==> src/rtl/edge_delay_meter.sv <==
// Stimulus-to-response latency monitor.
// Counts clock cycles from a stimulus edge to the first response edge.
module edge_delay_meter #(
  parameter int CNT_W   = 8,
  parameter int TIMEOUT = 200
) (
  input  logic             clk,
  input  logic             rst,
  input  logic             stim,
  input  logic             resp,
  input  logic             arm,
  input  logic             clr_stats,
  output logic             busy,
  output logic             done,
  output logic             timeout,
  output logic [CNT_W-1:0] delay,
  output logic             edge_rise,
  output logic [CNT_W-1:0] min_delay,
  output logic [CNT_W-1:0] max_delay,
  output logic [CNT_W-1:0] meas_count
);

  typedef enum logic [1:0] {
    IDLE,
    ARMED,
    MEASURE
  } state_t;

  localparam logic [CNT_W-1:0] TO   = CNT_W'(TIMEOUT);
  localparam logic [CNT_W-1:0] ONES = '1;
  localparam logic [CNT_W-1:0] ONE  = CNT_W'(1);

  state_t           state_q, state_d;
  logic [CNT_W-1:0] cnt_q, cnt_d;
  logic             stim_q, stim_d;
  logic             resp_q, resp_d;
  logic             done_q, done_d;
  logic             timeout_q, timeout_d;
  logic [CNT_W-1:0] delay_q, delay_d;
  logic             rise_q, rise_d;
  logic [CNT_W-1:0] min_q, min_d;
  logic [CNT_W-1:0] max_q, max_d;
  logic [CNT_W-1:0] count_q, count_d;

  logic             stim_edge;
  logic             resp_edge;
  logic             upd;

  assign stim_edge = stim ^ stim_q;
  assign resp_edge = resp ^ resp_q;

  always_comb begin
    state_d   = state_q;
    cnt_d     = cnt_q;
    stim_d    = stim;
    resp_d    = resp;
    done_d    = 1'b0;
    timeout_d = 1'b0;
    delay_d   = delay_q;
    rise_d    = rise_q;
    upd       = 1'b0;
    unique case (state_q)
      IDLE: begin
        if (arm) state_d = ARMED;
      end
      ARMED: begin
        if (stim_edge) begin
          if (resp_edge) begin
            delay_d = '0;
            rise_d  = resp;
            done_d  = 1'b1;
            upd     = 1'b1;
            state_d = IDLE;
          end else begin
            cnt_d   = ONE;
            state_d = MEASURE;
          end
        end
      end
      MEASURE: begin
        if (resp_edge) begin
          delay_d = cnt_q;
          rise_d  = resp;
          done_d  = 1'b1;
          upd     = 1'b1;
          state_d = IDLE;
        end else if (cnt_q == TO) begin
          timeout_d = 1'b1;
          state_d   = IDLE;
        end else begin
          cnt_d = cnt_q + ONE;
        end
      end
      default: state_d = IDLE;
    endcase
  end

  // A clear on the same edge as a stats update takes priority.
  always_comb begin
    min_d   = min_q;
    max_d   = max_q;
    count_d = count_q;
    if (clr_stats) begin
      min_d   = ONES;
      max_d   = '0;
      count_d = '0;
    end else if (upd) begin
      if (delay_d < min_q) min_d = delay_d;
      if (delay_d > max_q) max_d = delay_d;
      if (count_q != ONES) count_d = count_q + ONE;
    end
  end

  always_ff @(posedge clk) begin
    if (rst) begin
      state_q   <= IDLE;
      cnt_q     <= '0;
      stim_q    <= stim;
      resp_q    <= resp;
      done_q    <= 1'b0;
      timeout_q <= 1'b0;
      delay_q   <= '0;
      rise_q    <= 1'b0;
      min_q     <= ONES;
      max_q     <= '0;
      count_q   <= '0;
    end else begin
      state_q   <= state_d;
      cnt_q     <= cnt_d;
      stim_q    <= stim_d;
      resp_q    <= resp_d;
      done_q    <= done_d;
      timeout_q <= timeout_d;
      delay_q   <= delay_d;
      rise_q    <= rise_d;
      min_q     <= min_d;
      max_q     <= max_d;
      count_q   <= count_d;
    end
  end

  assign busy       = (state_q != IDLE);
  assign done       = done_q;
  assign timeout    = timeout_q;
  assign delay      = delay_q;
  assign edge_rise  = rise_q;
  assign min_delay  = min_q;
  assign max_delay  = max_q;
  assign meas_count = count_q;

endmodule
==> config.mk <==
export PLATFORM = sky130hd
export DESIGN_NAME = edge_delay_meter
export DESIGN_NICKNAME = d
export VERILOG_FILES = /design/src/rtl/edge_delay_meter.sv
export SDC_FILE = /design/constraint.sdc
export NUM_CORES = 1
export LEC_CHECK = 0
export BUFFER_PORTS_ARGS = -buffer_cell sky130_fd_sc_hd__buf_2
export CORE_MARGIN = 5
export CORE_UTILIZATION = 40
export CTS_CLUSTER_SIZE = 8
export DETAILED_ROUTE_END_ITERATION = 8
export HOLD_SLACK_MARGIN = 0.05
export PLACE_DENSITY_LB_ADDON = 0.08
export RECOVER_POWER = 50
export SLEW_MARGIN = 20
export SYNTH_ARGS = -nofsm -noshare
export SYNTH_HDL_FRONTEND = slang
export SYNTH_SLANG_ARGS = --single-unit
==> constraint.sdc <==
create_clock -name clk -period 5.06 [get_ports clk]
set_input_delay 0.759 -clock clk [delete_from_list [all_inputs] [get_ports clk]]
set_output_delay 0.759 -clock clk [all_outputs]
set_load 0.01 [all_outputs]
==> key figures <==
Status
  – Status: complete, no violations

Logic synthesis
  – Synthesized area: 2460 sq um
  – Syn avg cell area: 8.63 sq um
  – #FFs+latches synth: 47
  – Synth top cells by count: 47 x dfxtp_1, 40 x nor2_1, 27 x a21oi_1, 25 x inv_1, 21 x ha_1
  – Most frequent cell after synthesis: dfxtp_1
  – Post-synthesis sequential area ratio: 38.3%
  – Syn Nets: 312
  – YS warnings: 0
  – Synth Flop Type: dfxtp_1
  – Area contributors post-synth: dfxtp_1 38%, ha_1 11%, nor2_1 6.1%
  – Number of flops mapped to enable cells by yosys: 0
  – Async S/R FF share, synth: 0%
  – Synth cell types: 46
  – Post-synth top area cell: dfxtp_1
  – Synth top area share: 38.3%
  – Cells after synthesis: 285

Setup path
  – Worst path arrival time: 4330 ps
  – CP cell instances: inv_1 -> ha_1 -> inv_1 -> nor3_1 -> a21oi_1 -> a21oi_1 -> ha_1 -> a21oi_1 -> and2b_2 -> o21ai_0 -> nor4b_4 -> nor3_1 -> a21oi_2
  – CP max-delay cell: nor4b_4
  – Critical path peak fanout: 16
  – Crit path kind: flop to flop
  – Startpoint Class: flop
  – WP data required: 5300 ps
  – CP Capture Type: flop
  – Max incr delay on CP: 720 ps
  – Critical Path Most Common Cell: a21oi_1

STA
  – Maximum clock rate: 245 MHz
  – RSZ-0062 raised after global routing: no
  – Worst-Margin Slew: 821 ps
  – Setup TNS: 0 ps
  – Layout Skew: 6.50 ps
  – Hold Vio Cnt, Final: 0
  – Final period util: 80.8%
  – Tmin final: 4090 ps
  – Rel. slew slack: 45.0%
  – Final Setup Violations: 0
  – Max-slew violations: 0

Pwr
  – Tot Pwr: 667 uW
  – Reg power frac: 56.8%
  – Static Leak: 1.18 nW
  – Cell Int Power: 490 uW
  – VDD IR max: 0.120 mV
  – Comb pwr share: 9.1%
  – Sw Pwr: 177 uW
  – Pwr per Cell Area: 243 nW/um^2
  – Net Sw Frac: 26.5%
  – Clk network pwr share: 34.1%

Clocking
  – Hold buffers post-CTS: 0
  – Clock Sinks: 47
  – Clock latency at the later pin of the worst-skew pair: 300 ps
  – Root buf cell: clkbuf_8
  – Resized Gates After CTS: 0
  – CTS H-tree depth: 2
  – Longest Clk Path Bufs: 2
  – Num CTS Buffers: 5
  – Clock transition at path regs: 90 ps
  – CTS tree: built
  – Setup bufs post-CTS: 0

Placement
  – Placer congestion estimate: 0.748
  – DP Wirelength: 4050 um
  – Port Buffer Count: 41

Global routing
  – Number of global-route vias before repair: 1,966
  – Total GRT Usage: 15.1%
  – Initial antenna violation count: 0
  – First-pass GRT wire length: 9400 um
  – Largest net degree at the start of global routing: 32
  – Grt ovf: 0

Cells and area
  – P&R area growth vs syn: 11.5%
  – Share of layout cells above drive strength 1: 7.08%
  – Seq. cell area: 941 sq um
  – Fill cell count: 654
  – # diodes: 0
  – Multi-input combinational cell area: 1360 sq um
  – Nets: 351

Floorplan
  – Die ar.: 7810 sq um
  – Site row count: 28
  – Die Wd: 88.4 um
  – Ports: 42
  – Initial core utilization: 41.3%
  – Die height: 88.4 um
  – CORE AREA: 5960 sq um

Drt
  – Total number of vias: 2,053
  – Routed wire per std cell: 13.7 um
  – DR iter-0 viols: 90
  – # DRC: 0
  – Final wirelength: 5480 um
  – Routed Antenna Nets: 0
  – 1st-pass router iterations: 4
  – Mean number of vias per cell: 5.13

Flow run
  – Max-cap violations: 0

Worst hold path
  – Worst Hold Class: flop to flop
==> power by group through the flow <==
stage          Sequential, mW  Clock, mW  Combinational, mW
5_1_grt                 0.379      0.253             0.0690
3_3_place_gp            0.387          0             0.0627
2_1_floorplan           0.387          0             0.0477
6_report                0.378      0.227             0.0607
3_5_place_dp            0.387          0             0.0624
4_1_cts                 0.378      0.234             0.0628
==> layout make-up <==
| type | instances | area share, % |
|---|---|---|
| clock buffers | 6 | 2.65 |
| clock inverters | 2 | 0.457 |
| inverters | 25 | 3.42 |
| multi-input cells | 203 | 49.7 |
| flip-flops and latches | 47 | 34.3 |
| well taps | 75 | 3.42 |
| repair buffers | 42 | 6.03 |
==> metrics by stage <==
step | instance area (sq um) | util [%] | std cells | setup slack, ps | hold WS, ps
after floorplan | 2460 | - | 285 | 1840 | 449
after global placement | 2710 | 45.4 | 392 | 1010 | 470
after detailed placement | 2710 | 45.4 | 392 | 984 | 474
after CTS | 2790 | 46.8 | 400 | 955 | 490
after global routing | 2740 | 46.0 | 400 | 534 | 526
final | 2740 | 46.0 | 400 | 972 | 486
==> cells by family (layout without fill, tap and decap cells) <==
logic type                 count (synthesis)  in the layout  synth area share (%)
AOI/OAI and AO/OA                         52             52                  13.8
buffers and inverters                     35             75                  6.26
xor gates and xnor gates                  15             15                  5.34
adders and majority gates                 21             21                  10.7
and+or+nand+nor                          107            107                  22.3
DFF                                       47             47                  38.3
muxes                                      8              8                  3.26
==> layout by cell type (no fill, tap or decap), types with 7 or more instances in the layout <==
cell and n:
a21oi_1 27, clkbuf_1 39, dfxtp_1 47, ha_1 21
inv_1 25, mux2i_1 8, nand2_1 17, nand4_1 10
nor2_1 40, nor2b_1 7, nor3_1 9, xor2_1 12
==> sequential cells by signal, indices dropped and copies added (netlist names), 2 cells and up <==
name        count
min_delay       8
cnt_q           8
meas_count      8
state_q         2
max_delay       8
delay           8
==> routing by layer <==
layer	wire length (um)	track usage [%]	share of wire (%)
met5	0	0	0
met4	67	4.67	1.2
met3	171	3.35	3.1
met2	2620	24.7	48
met1	2620	19.9	48
==> path summary, 6_finish.rpt <==
check	start	to	slack, ps	cells after the start
setup reg to reg	state_q[0]$_SDFFE_PP0P_	min_delay[7]$_SDFFE_PP1P_	970	13
hold reg to reg	state_q[1]$_SDFFE_PP0P_	state_q[1]$_SDFFE_PP0P_	490	2
hold / removal	state_q[1]$_SDFFE_PP0P_	state_q[1]$_SDFFE_PP0P_	490	2
setup / recovery	state_q[0]$_SDFFE_PP0P_	min_delay[7]$_SDFFE_PP1P_	970	13
==> critical path, delay by kind of cell, from the launching register on <==
kind	cells	cell delay, ps
adder cells (fa/ha/maj)	2	710
AO/OA/AOI/OAI	5	980
flip-flops	1	340
AND/OR/NAND/NOR	4	1690
buffers and inverters	2	300
Power figures use the tool's default switching activity.
